**src/rtl/sd_block_responder.sv**
```systemverilog
// SD sector responder: moves 512-byte sectors between the SD buffer and a byte memory; SD_RESP_WRITE_EN adds writes.
// Latency: 1 accept cycle, then (mem_ready wait + 2) cycles per byte, then 1 DONE cycle.
// Backpressure: mem_rd/mem_wr are held until mem_ready; out-of-range bytes skip memory entirely.
module sd_block_responder (
  input  logic        CLK,
  input  logic        RESET_N,
  input  logic [31:0] sd_lba,
  input  logic        sd_rd,
  input  logic        sd_wr,
  output logic        sd_ack,
  output logic [8:0]  sd_buff_addr,
  output logic [7:0]  sd_buff_dout,
  output logic        sd_buff_wr,
  input  logic [7:0]  sd_buff_din,
  input  logic [31:0] img_size,
  input  logic        img_mounted,
  output logic [31:0] mem_addr,
  output logic        mem_rd,
  output logic        mem_wr,
  output logic [7:0]  mem_wdata,
  input  logic [7:0]  mem_rdata,
  input  logic        mem_ready
);

  typedef enum logic [2:0] {
    IDLE, RD_REQ, RD_PUT, WR_ADDR, WR_WAIT, WR_REQ, DONE
  } state_t;

  state_t      state, state_nxt;
  logic [22:0] lba_q;
  logic [9:0]  cnt;
  logic [7:0]  rdata_q;
  logic        in_range;
  logic        last_byte;
  logic        unused_lba_hi;

  // Only 23 sector bits fit a 32-bit byte address; the rest are dropped.
  assign unused_lba_hi = ^sd_lba[31:23];

  assign mem_addr     = {lba_q, 9'b0} + {22'b0, cnt};
  assign in_range     = img_mounted && (mem_addr < img_size);
  assign last_byte    = (cnt == 10'd511);
  assign sd_ack       = (state != IDLE) && (state != DONE);
  assign sd_buff_wr   = (state == RD_PUT);
  assign sd_buff_dout = rdata_q;
  assign mem_rd       = (state == RD_REQ) && in_range;

`ifdef SD_RESP_WRITE_EN
  logic       wait_q;
  logic [7:0] wdata_q;

  assign sd_buff_addr = cnt[8:0];
  assign mem_wr       = (state == WR_REQ) && in_range;
  assign mem_wdata    = wdata_q;

  // The buffer returns data two cycles after the address; wait_q marks the second wait cycle.
  always_ff @(posedge CLK or negedge RESET_N) begin
    if (!RESET_N) begin
      wait_q  <= 1'b0;
      wdata_q <= 8'h00;
    end else if (state == WR_ADDR) begin
      wait_q <= 1'b0;
    end else if (state == WR_WAIT) begin
      wait_q <= 1'b1;
      if (wait_q) wdata_q <= sd_buff_din;
    end
  end
`else
  logic unused_din;

  // Writes are only acknowledged: the buffer is never addressed and memory never written.
  assign unused_din   = ^sd_buff_din;
  assign sd_buff_addr = (state == WR_ADDR) ? 9'd0 : cnt[8:0];
  assign mem_wr       = 1'b0;
  assign mem_wdata    = 8'h00;
`endif

  always_ff @(posedge CLK or negedge RESET_N) begin
    if (!RESET_N) state <= IDLE;
    else          state <= state_nxt;
  end

  always_comb begin
    state_nxt = state;
    case (state)
      IDLE: begin
        if (sd_rd)      state_nxt = RD_REQ;
        else if (sd_wr) state_nxt = WR_ADDR;
      end
      RD_REQ:  if (!in_range || mem_ready) state_nxt = RD_PUT;
      RD_PUT:  state_nxt = last_byte ? DONE : RD_REQ;
`ifdef SD_RESP_WRITE_EN
      WR_ADDR: state_nxt = WR_WAIT;
      WR_WAIT: if (wait_q) state_nxt = WR_REQ;
      WR_REQ:  if (!in_range || mem_ready) state_nxt = last_byte ? DONE : WR_ADDR;
`else
      WR_ADDR: if (cnt == 10'd512) state_nxt = DONE;
`endif
      DONE:    if (!sd_rd && !sd_wr) state_nxt = IDLE;
      default: state_nxt = IDLE;
    endcase
  end

  always_ff @(posedge CLK or negedge RESET_N) begin
    if (!RESET_N) begin
      lba_q   <= 23'd0;
      cnt     <= 10'd0;
      rdata_q <= 8'h00;
    end else begin
      case (state)
        IDLE: begin
          if (sd_rd || sd_wr) begin
            lba_q <= sd_lba[22:0];
            cnt   <= 10'd0;
          end
        end
        RD_REQ: begin
          if (!in_range)      rdata_q <= 8'h00;
          else if (mem_ready) rdata_q <= mem_rdata;
        end
        RD_PUT: cnt <= cnt + 10'd1;
`ifdef SD_RESP_WRITE_EN
        WR_REQ: if (!in_range || mem_ready) cnt <= cnt + 10'd1;
`else
        WR_ADDR: if (cnt != 10'd512) cnt <= cnt + 10'd1;
`endif
        default: ;
      endcase
    end
  end

endmodule

```
**config.mk**
```make
export PLATFORM = sky130hd
export DESIGN_NAME = sd_block_responder
export DESIGN_NICKNAME = d
export VERILOG_FILES = /design/src/rtl/sd_block_responder.sv
export SDC_FILE = /design/constraint.sdc
export NUM_CORES = 1
export LEC_CHECK = 0
export ABC_AREA = 1
export BUFFER_PORTS_ARGS = -buffer_cell sky130_fd_sc_hd__buf_2
export CAP_MARGIN = 0
export CORE_UTILIZATION = 53
export CTS_CLUSTER_SIZE = 20
export DETAILED_ROUTE_END_ITERATION = 8
export GPL_TIMING_DRIVEN = 0
export PLACE_DENSITY = 0.93
export SYNTH_ARGS = -nofsm -noshare
export SYNTH_HDL_FRONTEND = slang
export SYNTH_SLANG_ARGS = --single-unit
```
**constraint.sdc**
```tcl
create_clock -name CLK -period 7.6 [get_ports CLK]
set_input_delay 0.38 -clock CLK [delete_from_list [all_inputs] [get_ports CLK]]
set_output_delay 0.38 -clock CLK [all_outputs]
set_load 0.01 [all_outputs]
```
# [Word-level counts from Yosys, hierarchy flattened]
# Index checks and enable logic that the tools add are counted.
[word_totals] register_bits=44 in_bits=86 output_inout_bits=61 word_cells=51
[classes] add_sub_neg=2 n_lt_le_gt_ge=1 eq_ne=15 n_mux=13 n_reduce_logical=16
[op_table] cell="$add 32x10->32" count=1
[op_table] cell="$lt 32x32->1" count=1
[op_table] cell="$pmux 10 s3" count=1
[op_table] cell="$mux 10" count=2
[op_table] cell="$mux 3" count=6
[op_table] cell="$mux 8" count=2
[op_table] cell="$pmux 3 s5" count=1
[op_table] cell="$add 10x1->10 const B" count=1
[op_table] cell="$eq 10x10->1 const B" count=1
[op_table] cell="$eq 10x9->1 const B" count=1
[op_table] cell="$ne 10x10->1 const B" count=1
[op_table] cell="$mux 9" count=1
[op_table] cell="$eq 3x2->1 const B" count=2
[op_table] cell="$ne 2x1->1 const B" count=3
[op_table] cell="$ne 2x2->1 const B" count=3
[op_table] cell="$ne 3x3->1 const B" count=2
[op_table] cell="$reduce_bool 3->1" count=2
[op_table] cell="$logic_and 1x1->1" count=4
[op_table] cell="$reduce_and 2->1" count=2
[op_table] cell="$reduce_and 4->1" count=1
[op_table] cell="$eq 3x1->1 const B" count=1
[op_table] cell="$eq 3x3->1 const B" count=1
[op_table] cell="$logic_not 1->1" count=3
[op_table] cell="$logic_not 3->1" count=1
[op_table] cell="other kinds (2)" count=3

# [Longest topological paths before layout]
[logic_depth] depth_word=7 ltp_mapped=21 depth_no_buf=21

# [Worst setup path after synthesis]
# Ideal clock, no wire load.
[synth_timing] kind="reg-to-output" startpoint="register cnt[9]" endpoint="output port mem_rd" arrival_time_ns=2.784 t_required_ns=7.220 setup_slack_ns=4.436 stages_incl_launch_ff=18 path_buffers=0 cell_sequence="dfrtp_1 -> ha_1 -> nand2_2 -> nor2_2 -> nand3_2 -> nor2_2 -> nand3b_2 -> nor2_2 -> nand2_2 -> nor2_4 -> nand2_1 -> xor2_1 -> ha_1 -> a211oi_1 -> nand3_1 -> nor2_1 -> nand2_1 -> nor2_1"
[synth_via] elab_chain_cells=4
[synth_rtl] element="start, declared" line="31" source="logic [9:0] cnt;"
[synth_rtl] element="start signal, assigned" line="121" source="RD_PUT: cnt <= cnt + 10'd1;"
[synth_rtl] element="start signal, assigned" line="125" source="WR_ADDR: if (cnt != 10'd512) cnt <= cnt + 10'd1;"
[synth_rtl] element="$add 32x10->32" line="40" source="assign mem_addr = {lba_q, 9'b0} + {22'b0, cnt};"
[synth_rtl] element="via mem_addr[31]" line="17" source="output logic [31:0] mem_addr,"
[synth_rtl] element="$lt 32x32->1" line="41" source="assign in_range = img_mounted && (mem_addr < img_size);"
[synth_rtl] element="$logic_and 1x1->1" line="41"
[synth_rtl] element="$logic_and 1x1->1" line="46" source="assign mem_rd = (state == RD_REQ) && in_range;"
[synth_rtl] element="end, declared" line="18" source="output logic mem_rd,"
# The timed path passes the listed nets, and every way through them passes these cells.

# [Worst setup path in the final report]
[layout_timing] startpoint="register cnt[9]" endpoint="output port mem_rd"
[layout_via] elab_chain_cells=4
[layout_rtl] element="$add 32x10->32" line="40"
[layout_rtl] element="$lt 32x32->1" line="41"
[layout_rtl] element="$logic_and 1x1->1" line="41"
[layout_rtl] element="$logic_and 1x1->1" line="46"
# No other way between the ends.

==> results.md <==
- STA puts the critical path data arrival time at 3.53 ns.
- The congestion estimate from routability-driven global placement came to 0.882.
- The floorplan core area is 6310 um2.
- The biggest area contributor in the post-synthesis netlist is sky130_fd_sc_hd__dfrtp_1.
- The total CTS buffers is 5.
- Timing would allow up to 256 MHz.
- Counting flops with an async set or reset pin after synthesis yields a share of 100%.
- The wire length of the first global-routing pass is 12,900 um.
- The height of the die is 82.8 um.
- Compared with the post-synthesis result, the final layout area differs by 23.7%.
- Entering global routing, the biggest net connects 45 pins.
- Counting I/O delays and the setup requirement, the final critical path takes 3.91 ns.
- The number of H-tree levels is 2.
- The largest voltage drop on the vdd net is 0.240 mV.
- The via count of the first global-routing pass is 3,181.
- The first detailed-routing pass ran for 4 iterations.
- The worst register-to-register path has a setup slack of 3.96 ns.
- 0 antenna diodes ended up in the layout.
- The post-synthesis cell count is 473.
- The power density of the placed cells is 318 nW/um2.
- Setup total negative slack on the finished layout was measured at 0 ns.
- The floorplan row count is 29.
- In this run the clock root is driven by a sky130_fd_sc_hd__clkbuf_8.
- The area of the die is 6850 um2.
- The worst setup path is captured at an output port.
- From left edge to right edge, the die measures 82.8 um.
- The initial antenna violation count was 0.
- After global routing the overflow that remains totals 0.
- The final setup skew is 0.00449 ns.
- Buffers placed on the I/O ports in this run total 120.
- The fraction of the yosys area taken by sequential cells is 31.8%.
- The final number of hold-violating endpoints is 0.
- The clock insertion delay at the later pin of the skew report is 0.28 ns.
- The detail route stage leaves a number of antenna-violating nets equal to 0.
- No sink is reached through more buffers than the 2 on the longest clock path.
- The relative slew slack is 36.4%.
- In the routed layout, each cell is associated on average with a via count of 4.93.
- The setup fix buffers added after clock tree synthesis is 0.
- The largest stage delay on the critical path is 0.48 ns.
- The critical path goes through ha_1 -> nand2_2 -> nor2_2 -> nand3_2 -> nor2_2 -> nand3b_2 -> nor2_2 -> nand2_2 -> nor2_4 -> nand2_1 -> xor2_1 -> ha_1 -> a211oi_1 -> nand3_1 -> nor2_1 -> nand2_1 -> nor2_1 -> buf_2.
- By startpoint and endpoint, the worst setup path is classified as register to output port.
- The initial standard-cell utilization of the core is 54.8%.
- Summed over all nets, wire length on met3 after detailed routing comes to 460 um.
- The number of different library cells in the post-synthesis netlist is 35.
- In this run, the number of DRC markers left after iteration 0 of detailed routing was 111.
- After clock tree synthesis, the clock-pin slew on the worst setup and hold paths is 0.08 ns.
- The design draws 1.36 mW.
- The number of slew-limit violations in the final report is 0.
- After synthesis, the mean cell area works out to 7.31 um2.
- The topmost layer with routed signal wires is met4.
- The number of synthesized flops with an enable pin is 0.
- The analysis attributes to cell leakage a power of 2.56 nW.
- Setup violations remaining at the end of the flow were counted as 0.
- In this run the count of I/O pins placed on the die edge is 147.
- For this block, the routed nets add up to 8060 um of wire.
- The flow ran to the end, and the final reports show no timing, DRC or antenna violations.
- At the pin with the least slew margin, the transition time is 0.953 ns.
- The endpoint of the lowest-slack register-to-register path is sd_buff_dout[1]$_DFFE_PN0P_.
- The number of hold buffers added after CTS was 0.
- Measured on the finished design, the core utilization comes to 67.8%.
- Dividing the final minimum period by the clock period gives 51.5%.
- The top flip-flop cell by instance count after synthesis is sky130_fd_sc_hd__dfrtp_1.
- The worst hold path class is input port to async pin.
- The critical path ends at mem_rd.
- The net count of the finished layout is 729.
- The number of maximum-capacitance violations is 0.
- After synthesis, the cell types taking the most area are sky130_fd_sc_hd__dfrtp_1 (32%), sky130_fd_sc_hd__nand2_1 (15%), sky130_fd_sc_hd__ha_1 (13%).
- Setup repair after global routing left no endpoint under its margin.
- Counting cells, the worst reg-to-reg path comes to 19.
- The number of register bits inferred by synthesis is 44.
- Wire segments on met2 add up to 4100 um in the final route.
- Across every metal layer, demand over resource in global routing totals 24.3%.
- The top cell type by area accounts for 31.8% of the synthesized area.
- Detailed placement ended at an HPWL of 6650 um.
- Hold is met by 0.237 ns.
- Tracing the worst setup path back leads to its startpoint at cnt[9]$_DFFE_PN0P_.
- Gates resized during post-CTS repair numbered 0.
- The startpoint type of the worst setup path is a register.
- The layout cell share with drive strength beyond 1 is 28.4%.
- The CTS tree is built.
- For this run, design rule violations remaining after detail routing come to 0.
- The number of sinks on the clock net is 44.
- Summing every instance area after synthesis gives 3460 um2.
- The cell with the biggest individual delay on the critical path is sky130_fd_sc_hd__dfrtp_1.
- The source of the worst register-to-register timing path is cnt[9]$_DFFE_PN0P_.
- In the final routing, the length of wire on met1 measures 3420 um.
- Across all layers, the routed design uses 3,381 vias.
- The number of warning messages in the yosys log is 0.
- Dividing the detail-routed wire length by the instance count gives 11.8 um.
- The cell repeated most along the worst path is sky130_fd_sc_hd__nor2_2.
- In this run the worst path has a maximum fanout of 6.
- At the worst endpoint, the required time is 7.22 ns.
==> cell usage after synthesis, types with 2 or more instances <==
| cell | n |
|---|---|
| sky130_fd_sc_hd__nand2_1 | 135 |
| sky130_fd_sc_hd__inv_1 | 72 |
| sky130_fd_sc_hd__dfrtp_1 | 44 |
| sky130_fd_sc_hd__ha_1 | 35 |
| sky130_fd_sc_hd__nor2_1 | 31 |
| sky130_fd_sc_hd__xor2_1 | 21 |
| sky130_fd_sc_hd__a21oi_1 | 18 |
| sky130_fd_sc_hd__buf_4 | 18 |
| sky130_fd_sc_hd__nand3_1 | 16 |
| sky130_fd_sc_hd__o21ai_0 | 14 |
| sky130_fd_sc_hd__inv_2 | 7 |
| sky130_fd_sc_hd__nand4_1 | 7 |
| sky130_fd_sc_hd__nor3_1 | 7 |
| sky130_fd_sc_hd__xnor2_1 | 6 |
| sky130_fd_sc_hd__clkbuf_1 | 5 |
| sky130_fd_sc_hd__nor2_2 | 5 |
| sky130_fd_sc_hd__o21ai_1 | 4 |
| sky130_fd_sc_hd__o22ai_1 | 4 |
| sky130_fd_sc_hd__nand2_2 | 3 |
| sky130_fd_sc_hd__nand3_2 | 3 |
| sky130_fd_sc_hd__nor2_4 | 3 |
| sky130_fd_sc_hd__o31ai_1 | 2 |
==> per-layer routing <==
metal | vias up | GRT usage (%)
met3 | 9 | 4.40
met2 | 112 | 43.2
li1 | 1724 | -
met1 | 1536 | 28.7
met5 | - | 0
met4 | 0 | 9.48
==> flip-flops by register name, summed over array words and instances (netlist names) <==
name          cells
lba_q            23
cnt              10
sd_buff_dout      8
state             3
==> cell families (layout without fill, tap and decap cells) <==
group | Yosys count | after routing | synth area share [%]
AOI/OAI and AO/OA | 48 | 48 | 7.67
xor gates and xnor gates | 27 | 27 | 6.84
adders and majority gates | 35 | 35 | 12.7
buffers and inverters | 103 | 231 | 13.2
DFF | 44 | 44 | 31.8
other | 1 | 9 | 0.108
and+or+nand+nor | 215 | 215 | 27.7
==> how the worst min path moves through the flow <==
| stage | startpoint | end | slack, ns |
|---|---|---|---|
| after detailed placement | sd_buff_dout[0]$_DFFE_PN0P_ | sd_buff_dout[0]$_DFFE_PN0P_ | 0.46 |
| after global placement | sd_buff_dout[1]$_DFFE_PN0P_ | sd_buff_dout[1]$_DFFE_PN0P_ | 0.46 |
| after CTS | RESET_N | lba_q[22]$_DFFE_PN0P_ | 0.27 |
| final | RESET_N | lba_q[22]$_DFFE_PN0P_ | 0.24 |
| after global routing | sd_lba[21] | lba_q[21]$_DFFE_PN0P_ | 0.27 |
| after floorplan | RESET_N | cnt[0]$_DFFE_PN0P_ | 0.08 |
==> power breakdown <==
group	total (mW)	switching (mW)	internal (mW)
clock network	0.149	0.0751	0.0739
logic	0.776	0.473	0.303
registers	0.435	0.106	0.328
total	1.36	0.655	0.705
==> critical path: cells and delay by family, from the launching register on <==
kind	cells	cell delay, ns
adders and majority gates	2	0.50
and+or+nand+nor	13	1.65
buffers and inverters	1	0.14
DFF	1	0.48
xor gates and xnor gates	1	0.21
AOI/OAI and AO/OA	1	0.26
==> metrics by stage <==
step | instance area [um2] | instances | worst slack (ns)
final | 4280 | 686 | 3.69
after global routing | 4280 | 686 | 3.39
after floorplan | 3490 | 481 | 4.44
after CTS | 4280 | 686 | 3.68
after global placement | 4180 | 678 | 4.05
after detailed placement | 4180 | 678 | 3.97
==> final cells by class <==
cell class / instances / area [um2]
fill: 538 / 2040
multi-input combinational: 334 / 1930
sequential: 44 / 1100
timing repair buffer: 120 / 601
inverter: 80 / 302
buffer: 23 / 154
tap: 77 / 96.3
clock buffer: 7 / 86.3
clock inverter: 1 / 7.51
==> cell usage in the layout, fill, tap and decap left out, types with 2 or more instances in the layout <==
cell / n
sky130_fd_sc_hd__nand2_2: 3
sky130_fd_sc_hd__conb_1: 9
sky130_fd_sc_hd__dfrtp_1: 44
sky130_fd_sc_hd__nor3_1: 7
sky130_fd_sc_hd__o21ai_0: 14
sky130_fd_sc_hd__ha_1: 35
sky130_fd_sc_hd__xnor2_1: 6
sky130_fd_sc_hd__inv_2: 7
sky130_fd_sc_hd__buf_4: 18
sky130_fd_sc_hd__nor2_1: 31
sky130_fd_sc_hd__o31ai_1: 2
sky130_fd_sc_hd__o22ai_1: 4
sky130_fd_sc_hd__nor2_2: 5
sky130_fd_sc_hd__nand2_1: 135
sky130_fd_sc_hd__nand4_1: 7
sky130_fd_sc_hd__clkbuf_1: 6
sky130_fd_sc_hd__nand3_1: 16
sky130_fd_sc_hd__inv_1: 72
sky130_fd_sc_hd__clkbuf_8: 6
sky130_fd_sc_hd__xor2_1: 21
sky130_fd_sc_hd__buf_2: 120
sky130_fd_sc_hd__nand3_2: 3
sky130_fd_sc_hd__o21ai_1: 4
sky130_fd_sc_hd__nor2_4: 3
sky130_fd_sc_hd__a21oi_1: 18
No activity file was read; power rests on OpenSTA's default activity.
